**src/rtl/pvt_meas_sequencer.sv**
```systemverilog
// PVT measurement sequencer: runs batches of start/settle/sample cycles against a DFF-ring
// measure block and presents avg (+ min/max when PVT_MEAS_MINMAX_EN is defined) with a valid/ready handshake.
module pvt_meas_sequencer #(
  parameter int CNT_WIDTH    = 8,
  parameter int SAMPLES_LOG2 = 2,
  parameter int WAIT_CYCLES  = 64
) (
  input  logic                 clk,
  input  logic                 rst_n,
  input  logic                 enable,
  output logic                 meas_start,
  input  logic [CNT_WIDTH-1:0] meas_cnt,
  output logic [CNT_WIDTH-1:0] result_avg,
  output logic [CNT_WIDTH-1:0] result_min,
  output logic [CNT_WIDTH-1:0] result_max,
  output logic                 result_err,
  output logic                 result_valid,
  input  logic                 result_ready
);
  localparam int SUM_W = CNT_WIDTH + SAMPLES_LOG2;
  localparam int WCW   = $clog2(WAIT_CYCLES + 1);

  typedef enum logic [2:0] {IDLE, START, WAIT, SAMPLE, OUTPUT} state_e;

  state_e                  state_q, state_d;
  logic [WCW-1:0]          wcnt_q, wcnt_d;
  logic [SAMPLES_LOG2-1:0] idx_q, idx_d;
  logic [SUM_W-1:0]        sum_q, sum_d;
  logic                    err_q, err_d;
  logic [CNT_WIDTH-1:0]    avg_q, avg_d;
  logic                    rerr_q, rerr_d;

  logic smp_en, last_smp, accept;
  assign smp_en   = (state_q == SAMPLE);
  assign last_smp = smp_en && (idx_q == '1);
  assign accept   = (state_q == OUTPUT) && result_ready;

  assign meas_start   = (state_q == START);
  assign result_valid = (state_q == OUTPUT);
  assign result_avg   = avg_q;
  assign result_err   = rerr_q;

  always_ff @(posedge clk or negedge rst_n) begin
    if (!rst_n) begin
      state_q <= IDLE;
      wcnt_q  <= '0;
      idx_q   <= '0;
      sum_q   <= '0;
      err_q   <= 1'b0;
      avg_q   <= '0;
      rerr_q  <= 1'b0;
    end else begin
      state_q <= state_d;
      wcnt_q  <= wcnt_d;
      idx_q   <= idx_d;
      sum_q   <= sum_d;
      err_q   <= err_d;
      avg_q   <= avg_d;
      rerr_q  <= rerr_d;
    end
  end

  always_comb begin
    state_d = state_q;
    wcnt_d  = wcnt_q;
    idx_d   = idx_q;
    sum_d   = sum_q;
    err_d   = err_q;
    avg_d   = avg_q;
    rerr_d  = rerr_q;
    case (state_q)
      IDLE:  if (enable) state_d = START;
      START: begin
        wcnt_d  = '0;
        state_d = WAIT;
      end
      WAIT: begin
        if (wcnt_q == WCW'(WAIT_CYCLES - 1)) state_d = SAMPLE;
        else                                 wcnt_d  = wcnt_q + 1'b1;
      end
      SAMPLE: begin
        // A zero count means the ring never completed; it still counts toward the average.
        sum_d = sum_q + SUM_W'(meas_cnt);
        err_d = err_q | (meas_cnt == '0);
        idx_d = idx_q + 1'b1;
        if (last_smp) begin
          state_d = OUTPUT;
          avg_d   = CNT_WIDTH'(sum_d >> SAMPLES_LOG2);
          rerr_d  = err_d;
        end else begin
          state_d = START;
        end
      end
      OUTPUT: begin
        if (result_ready) begin
          sum_d   = '0;
          err_d   = 1'b0;
          idx_d   = '0;
          state_d = enable ? START : IDLE;
        end
      end
      default: state_d = IDLE;
    endcase
  end

`ifdef PVT_MEAS_MINMAX_EN
  logic [CNT_WIDTH-1:0] min_q, min_d, max_q, max_d;
  logic [CNT_WIDTH-1:0] rmin_q, rmin_d, rmax_q, rmax_d;

  always_ff @(posedge clk or negedge rst_n) begin
    if (!rst_n) begin
      min_q  <= '1;
      max_q  <= '0;
      rmin_q <= '0;
      rmax_q <= '0;
    end else begin
      min_q  <= min_d;
      max_q  <= max_d;
      rmin_q <= rmin_d;
      rmax_q <= rmax_d;
    end
  end

  always_comb begin
    min_d  = min_q;
    max_d  = max_q;
    rmin_d = rmin_q;
    rmax_d = rmax_q;
    if (smp_en) begin
      if (meas_cnt < min_q) min_d = meas_cnt;
      if (meas_cnt > max_q) max_d = meas_cnt;
      if (last_smp) begin
        rmin_d = min_d;
        rmax_d = max_d;
      end
    end else if (accept) begin
      min_d = '1;
      max_d = '0;
    end
  end

  assign result_min = rmin_q;
  assign result_max = rmax_q;
`else
  assign result_min = '0;
  assign result_max = '0;
`endif

endmodule

```
**config.mk**
```make
export PLATFORM = sky130hd
export DESIGN_NAME = pvt_meas_sequencer
export DESIGN_NICKNAME = d
export VERILOG_FILES = /design/src/rtl/pvt_meas_sequencer.sv
export SDC_FILE = /design/constraint.sdc
export NUM_CORES = 1
export LEC_CHECK = 0
export CORE_UTILIZATION = 45
export CTS_CLUSTER_DIAMETER = 120
export DETAILED_ROUTE_END_ITERATION = 12
export PLACE_DENSITY_LB_ADDON = 0.1
export RECOVER_POWER = 25
export SLEW_MARGIN = 0
export SYNTH_ARGS = -nofsm -noshare
export SYNTH_HDL_FRONTEND = slang
export SYNTH_SLANG_ARGS = --single-unit
```
**constraint.sdc**
```tcl
create_clock -name clk -period 2.7 [get_ports clk]
set_clock_uncertainty 0.05 [all_clocks]
set_input_delay 0.675 -clock clk [delete_from_list [all_inputs] [get_ports clk]]
set_output_delay 0.675 -clock clk [all_outputs]
set_load 0.02 [all_outputs]
```
==> flow_summary_export.csv, run 1 <==
group,metric,value,unit
timing,max_freq,387,MHz
final_layout,area_growth,19.2,%
power,pwr_density_cell,1110,nW/µm²
synthesis,syn_avg_cell_area,9.28,µm²
synthesis,synthTopCellsByCount,"32 x dfrtp_1, 28 x nand2_1, 18 x o21ai_0",
synthesis,yosysSeqAreaShare,0.429,
synthesis,ys_seq_elements,32,
synthesis,ys_types,40,
placement,place_congestion,0.894,
clocking,cts_tree,"yes",
critical_path,cp-start-kind,"input pin",
placement,place_area,2130,µm²
clocking,clkTransAtPathRegs,0.07,ns
floorplanning,dieHeight,66.4,µm
critical_path,crit_path_top_delay_cell,"clkdlybuf4s50_1",
final_layout,fill_cells,380,
timing,finalSetupViolCount,0,
synthesis,yosys-top-cells-area,"dfrtp_1 43%, ha_1 6.7%, buf_4 6.4%",
synthesis,yosysWarningCount,0,
floorplanning,num_rows,23,
synthesis,post-synth-top-count-cell,"dfrtp_1",
job,max-cap-violations,0,
final_layout,fin_area,2220,µm²
floorplanning,die-area,4410,µm²
power,seqPwrFrac,0.327,
clocking,clockBufferDepth,2,
global_routing,overflow,0,
timing,hold_viol_final,0,
power,switchingPower,1.03,mW
critical_path,crit_chain,"clkdlybuf4s50_1 -> ha_1 -> inv_1 -> fa_1 -> nor2b_1 -> o31a_1 -> o221ai_1 -> or3_1 -> o21ai_0",
power,power.total,2.47,mW
power,p_clk_frac,0.157,
power,ir_drop,0.000568,V
clocking,clkSinkCount,32,
route,drc,0,
critical_path,cp_data_arrival_time,2.74,ns
final_layout,drive_gt1_frac,0.0979,
clocking,postCtsHoldBufs,0,
timing,period_share,0.956,
timing,worst_slack,0.118,ns
floorplanning,top_level_ports,39,
synthesis,synth_top_area_frac,0.429,
clocking,cts_setup_buffers,0,
final_layout,seq_area,801,µm²
synthesis,netlist_instances,201,
timing,min_period,2.58,ns
global_routing,grt_max_degree,33,
route,vias_per_cell,5.11,
timing,slew_headroom,0.475,
placement,io_buffers,22,
clocking,cts_root_buffer,"clkbuf_8",
route,drtPass1Iterations,4,
timing,rsz0062_at_grt,"no",
floorplanning,start_util,0.466,
synthesis,syn_area,1870,µm²
timing,drv_slew,0,
global_routing,first_global_vias,1447,
floorplanning,die_x,66.4,µm
hold_path,min_path_type,"reg -> reg",
critical_path,endpoint_kind,"flop",
synthesis,synth_edf_count,0,
power,p_sw_frac,0.418,
critical_path,max_stage_delay,0.49,ns
clocking,cts_inserted_buffers,5,
clocking,clk_latency,0.28,ns
power,p_leak,1.01,nW
critical_path,critPathKind,"in -> reg",
global_routing,grt.total_usage,0.194,
placement,dp_hpwl,2940,µm
clocking,htreeDepth,2,
timing,worstMarginPinSlew,0.787,ns
route,drtIter0Drc,50,
critical_path,cp_data_required_time,2.85,ns
route,drt_wl_total,3790,µm
power,combPwrFrac,0.516,
global_routing,antenna_found_initial,0,
critical_path,worst-path-max-fanout,3,
timing,hold_ws,0.432,ns
clocking,cts_resized,0,
final_layout,fin_nets,257,
route,vias,1457,
final_layout,multi_input_area,952,µm²
synthesis,yosysTopAreaCell,"dfrtp_1",
route,wl_per_cell,13.3,µm
power,p_int,1.44,mW
synthesis,synth_top_flop_cell,"dfrtp_1",
timing,tns,0,ns
floorplanning,coreArea,4000,µm²
placement,pre_cts_ws,-0.147,ns
final_layout,diodes,0,
global_routing,grt_pass1_wl,6340,µm
route,ant_nets,0,
status,status,"finished, final reports clean",
synthesis,async_flop_share,1.00,
-- flip-flops by register name, indices dropped and copies added, names as in the netlist --
register	cells
sum_q	10
result_err	1
wcnt_q	7
state_q	3
result_avg	8
idx_q	2
err_q	1
-- power groups by stage --
stage	sequential, mW	clock [mW]	combinational (mW)
after global placement	0.806	0	1.24
after floorplan	0.863	0	0.788
after detailed placement	0.818	0	1.27
after CTS	0.809	0.406	1.28
final	0.809	0.389	1.28
after global routing	0.836	0.421	1.42
-- routing by layer --
metal	vias up	wire, µm	GRT usage
met1	703	1720	0.228
met2	21	1950	0.351
li1	731	-	-
met4	0	17	0.0399
met5	-	0	0
met3	2	97	0.0517
-- path summary, 6_finish.rpt --
check	from	endpoint	slack, ns	cells after the start
worst max register to register	sum_q[0]$_DFFE_PN0P_	sum_q[8]$_DFFE_PN0P_	0.65	8
worst max-delay path	meas_cnt[0]	sum_q[8]$_DFFE_PN0P_	0.12	9
worst min-delay path	result_avg[5]$_DFFE_PN0P_	result_avg[5]$_DFFE_PN0P_	0.43	2
max in group asynchronous	rst_n	err_q$_DFFE_PN0P_	1.14	2
min in group asynchronous	rst_n	sum_q[1]$_DFFE_PN0P_	0.95	2
worst min register to register	result_avg[5]$_DFFE_PN0P_	result_avg[5]$_DFFE_PN0P_	0.43	2
-- placed cells by master, fill, tap and decap left out, types with 8 or more instances in the layout --
master / count
a21oi_1: 10
clkdlybuf4s50_1: 21
conb_1: 16
dfrtp_1: 32
ha_1: 10
inv_1: 8
nand2_1: 28
nor2_1: 14
o21ai_0: 18
xor2_1: 9
-- layout make-up --
class                           instances  area share
Multi-Input combinational cell        156       0.428
Sequential cell                        32       0.360
Timing Repair Buffer                   30       0.125
Clock buffer                            6      0.0371
Tap cell                               50      0.0281
Inverter                                9      0.0152
Clock inverter                          2     0.00675
-- cell families after synthesis --
kind of cell / synth area share
AND/OR/NAND/NOR: 0.170
buffers and inverters: 0.0905
other: 0.00201
multiplexers: 0.00604
adder cells (fa/ha/maj): 0.0778
flip-flops: 0.429
AO/OA/AOI/OAI: 0.177
XOR/XNOR: 0.0470
-- worst max-delay path, delay by kind of cell --
kind	cells	cell delay [ns]
buffers and inverters	2	0.54
AOI/OAI and AO/OA	3	0.45
adders and majority gates	2	0.56
and+or+nand+nor	2	0.51
-- stage by stage --
stage                     cells   util
after detailed placement    277  0.532
after CTS                   285  0.557
after global placement      277  0.532
after floorplan             216      -
after global routing        285  0.556
final                       285  0.556
No activity file was read; power rests on OpenSTA's default activity.
==> inputs of run 2 (changes only) <==
- CELL_PAD_IN_SITES_DETAIL_PLACEMENT: not set -> 2
- CELL_PAD_IN_SITES_GLOBAL_PLACEMENT: not set -> 2
- CORE_UTILIZATION: 45 -> 31
==> run 2 against run 1 <==
  * Worst hold slack better by 0.011 ns
  * Register-to-register slack lost 0.08 ns
  * Design area rose by 3.2%
  * Clock-buffer cell count stayed put
  * Die area grew 44%
  * Non-clock buffer count rose by 3
  * Global-route usage is 1.2 points lower
  * Sequential share of layout area shrank 1.1 points
  * First-iteration DRC count up 22%
  * Critical endpoint is now sum_q[6]$_DFFE_PN0P_
  * Largest power group unchanged
==> flow_summary_export.csv, run 2 (synthesis results as in run 1) <==
group,metric,value,unit
clocking,cts_inserted_buffers,5,
global_routing,grt_max_degree,33,
global_routing,grt_pass1_wl,8650,µm
power,ir_drop,0.000417,V
critical_path,cp_data_arrival_time,2.74,ns
floorplanning,die_x,79.6,µm
timing,tns,0,ns
final_layout,fin_util,0.407,
timing,drv_slew,0,
timing,min_period,2.60,ns
route,drc,0,
clocking,clkTransAtPathRegs,0.07,ns
critical_path,endpoint_kind,"flop",
route,drt_wl_total,5110,µm
clocking,clk_latency,0.29,ns
final_layout,final_cell_mix,"32 x dfrtp_1, 28 x nand2_1, 21 x clkdlybuf4s50_1",
clocking,cts_root_buffer,"clkbuf_8",
critical_path,cp-start-kind,"input pin",
critical_path,worst-path-max-fanout,2,
critical_path,reg2reg_from,"sum_q[0]$_DFFE_PN0P_",
clocking,cts_resized,0,
critical_path,worstSetupStartpoint,"meas_cnt[0]",
clocking,clockBufferDepth,2,
clocking,postCtsHoldBufs,0,
final_layout,fin_nets,260,
floorplanning,coreArea,5640,µm²
route,vias_per_cell,4.95,
hold_path,hp-start,"result_avg[4]$_DFFE_PN0P_",
job,max-cap-violations,0,
final_layout,top_register,"sum_q",
timing,hold_viol_final,0,
placement,io_buffers,22,
final_layout,layout_commonest_cell,"dfrtp_1",
floorplanning,die-area,6330,µm²
route,vias,1534,
floorplanning,start_util,0.331,
clocking,cts_setup_buffers,0,
power,p_leak,1.03,nW
final_layout,fin_cells,310,
power,pwr_density_cell,1160,nW/µm²
route,drtIter0Drc,61,
global_routing,first_global_vias,1769,
hold_path,whs_path_depth,2,
clocking,cts_tree,"yes",
global_routing,grt.total_usage,0.181,
global_routing,overflow,0,
hold_path,min_path_type,"reg -> reg",
timing,rsz0062_at_grt,"no",
timing,worstMarginPinSlew,0.859,ns
clocking,clkSinkCount,32,
route,drtPass1Iterations,4,
final_layout,drive_gt1_frac,0.118,
critical_path,r2r_cells,9,
critical_path,timing.reg2reg.setup_slack,0.57,ns
hold_path,holdPathEnd,"result_avg[4]$_DFFE_PN0P_",
final_layout,largest_reg_flops,10,
critical_path,critPathKind,"in -> reg",
timing,max_freq,384,MHz
floorplanning,dieHeight,79.6,µm
placement,place_congestion,0.797,
route,ant_nets,0,
power,power.total,2.65,mW
floorplanning,top_level_ports,39,
placement,dp_hpwl,3800,µm
final_layout,area_growth,23.1,%
final_layout,diodes,0,
clocking,htreeDepth,2,
placement,place_inst,302,
critical_path,cp_data_required_time,2.84,ns
timing,slew_headroom,0.427,
timing,finalSetupViolCount,0,
global_routing,antenna_found_initial,0,
floorplanning,num_rows,27,
status,status,"finished, final reports clean",
route,wl_per_cell,16.5,µm
timing,period_share,0.965,
critical_path,r2r-end,"sum_q[6]$_DFFE_PN0P_",
-- run 2: stage by stage --
stage	setup WS, ns	cell area, µm²	hold WS (ns)
global placement	-0.0956	2180	0.416
finish	0.0956	2300	0.442
CTS	0.0763	2290	0.453
floorplan	0.458	1920	0.329
global route	0.0154	2300	0.484
detailed placement	-0.177	2180	0.429
-- run 2: worst max path at each step --
| stage | to | slack [ns] | depth (start not counted) |
|---|---|---|---|
| floorplan | sum_q[8]$_DFFE_PN0P_ | 0.46 | 8 |
| finish | sum_q[6]$_DFFE_PN0P_ | 0.1 | 10 |
| global placement | sum_q[8]$_DFFE_PN0P_ | -0.1 | 9 |
| detailed placement | sum_q[8]$_DFFE_PN0P_ | -0.18 | 9 |
| global route | sum_q[6]$_DFFE_PN0P_ | 0.02 | 10 |
| CTS | sum_q[8]$_DFFE_PN0P_ | 0.08 | 9 |
-- run 2: routing by layer --
layer | GRT usage | share of wire | vias to the layer above
met5 | 0 | 0 | -
met4 | 0.0436 | 0.011 | 0
met3 | 0.0446 | 0.033 | 7
met2 | 0.319 | 0.50 | 31
met1 | 0.220 | 0.46 | 758
li1 | - | - | 738
-- run 2: report_power, final --
part | internal, mW | switching, mW | total (mW)
Combinational | 0.601 | 0.778 | 1.38
Clock | 0.274 | 0.190 | 0.463
Sequential | 0.665 | 0.145 | 0.810
Total | 1.54 | 1.11 | 2.65
-- run 2: area by class of cell --
| class | instances | area, µm² |
|---|---|---|
| multi-input combinational | 156 | 963 |
| inverter | 9 | 33.8 |
| clock inverter | 2 | 35.0 |
| timing repair buffer | 33 | 300 |
| tap | 72 | 90.1 |
| clock buffer | 6 | 72.6 |
| sequential | 32 | 801 |
| fill | 650 | 3350 |
-- run 2: worst max-delay path, cell delays in order --
cell and delay [ns]:
clkdlybuf4s50_1 0.45, ha_1 0.23, inv_1 0.08, fa_2 0.22
nor2b_2 0.05, o31a_1 0.26, buf_4 0.15, o21a_1 0.18
o21a_1 0.18, o31ai_1 0.25
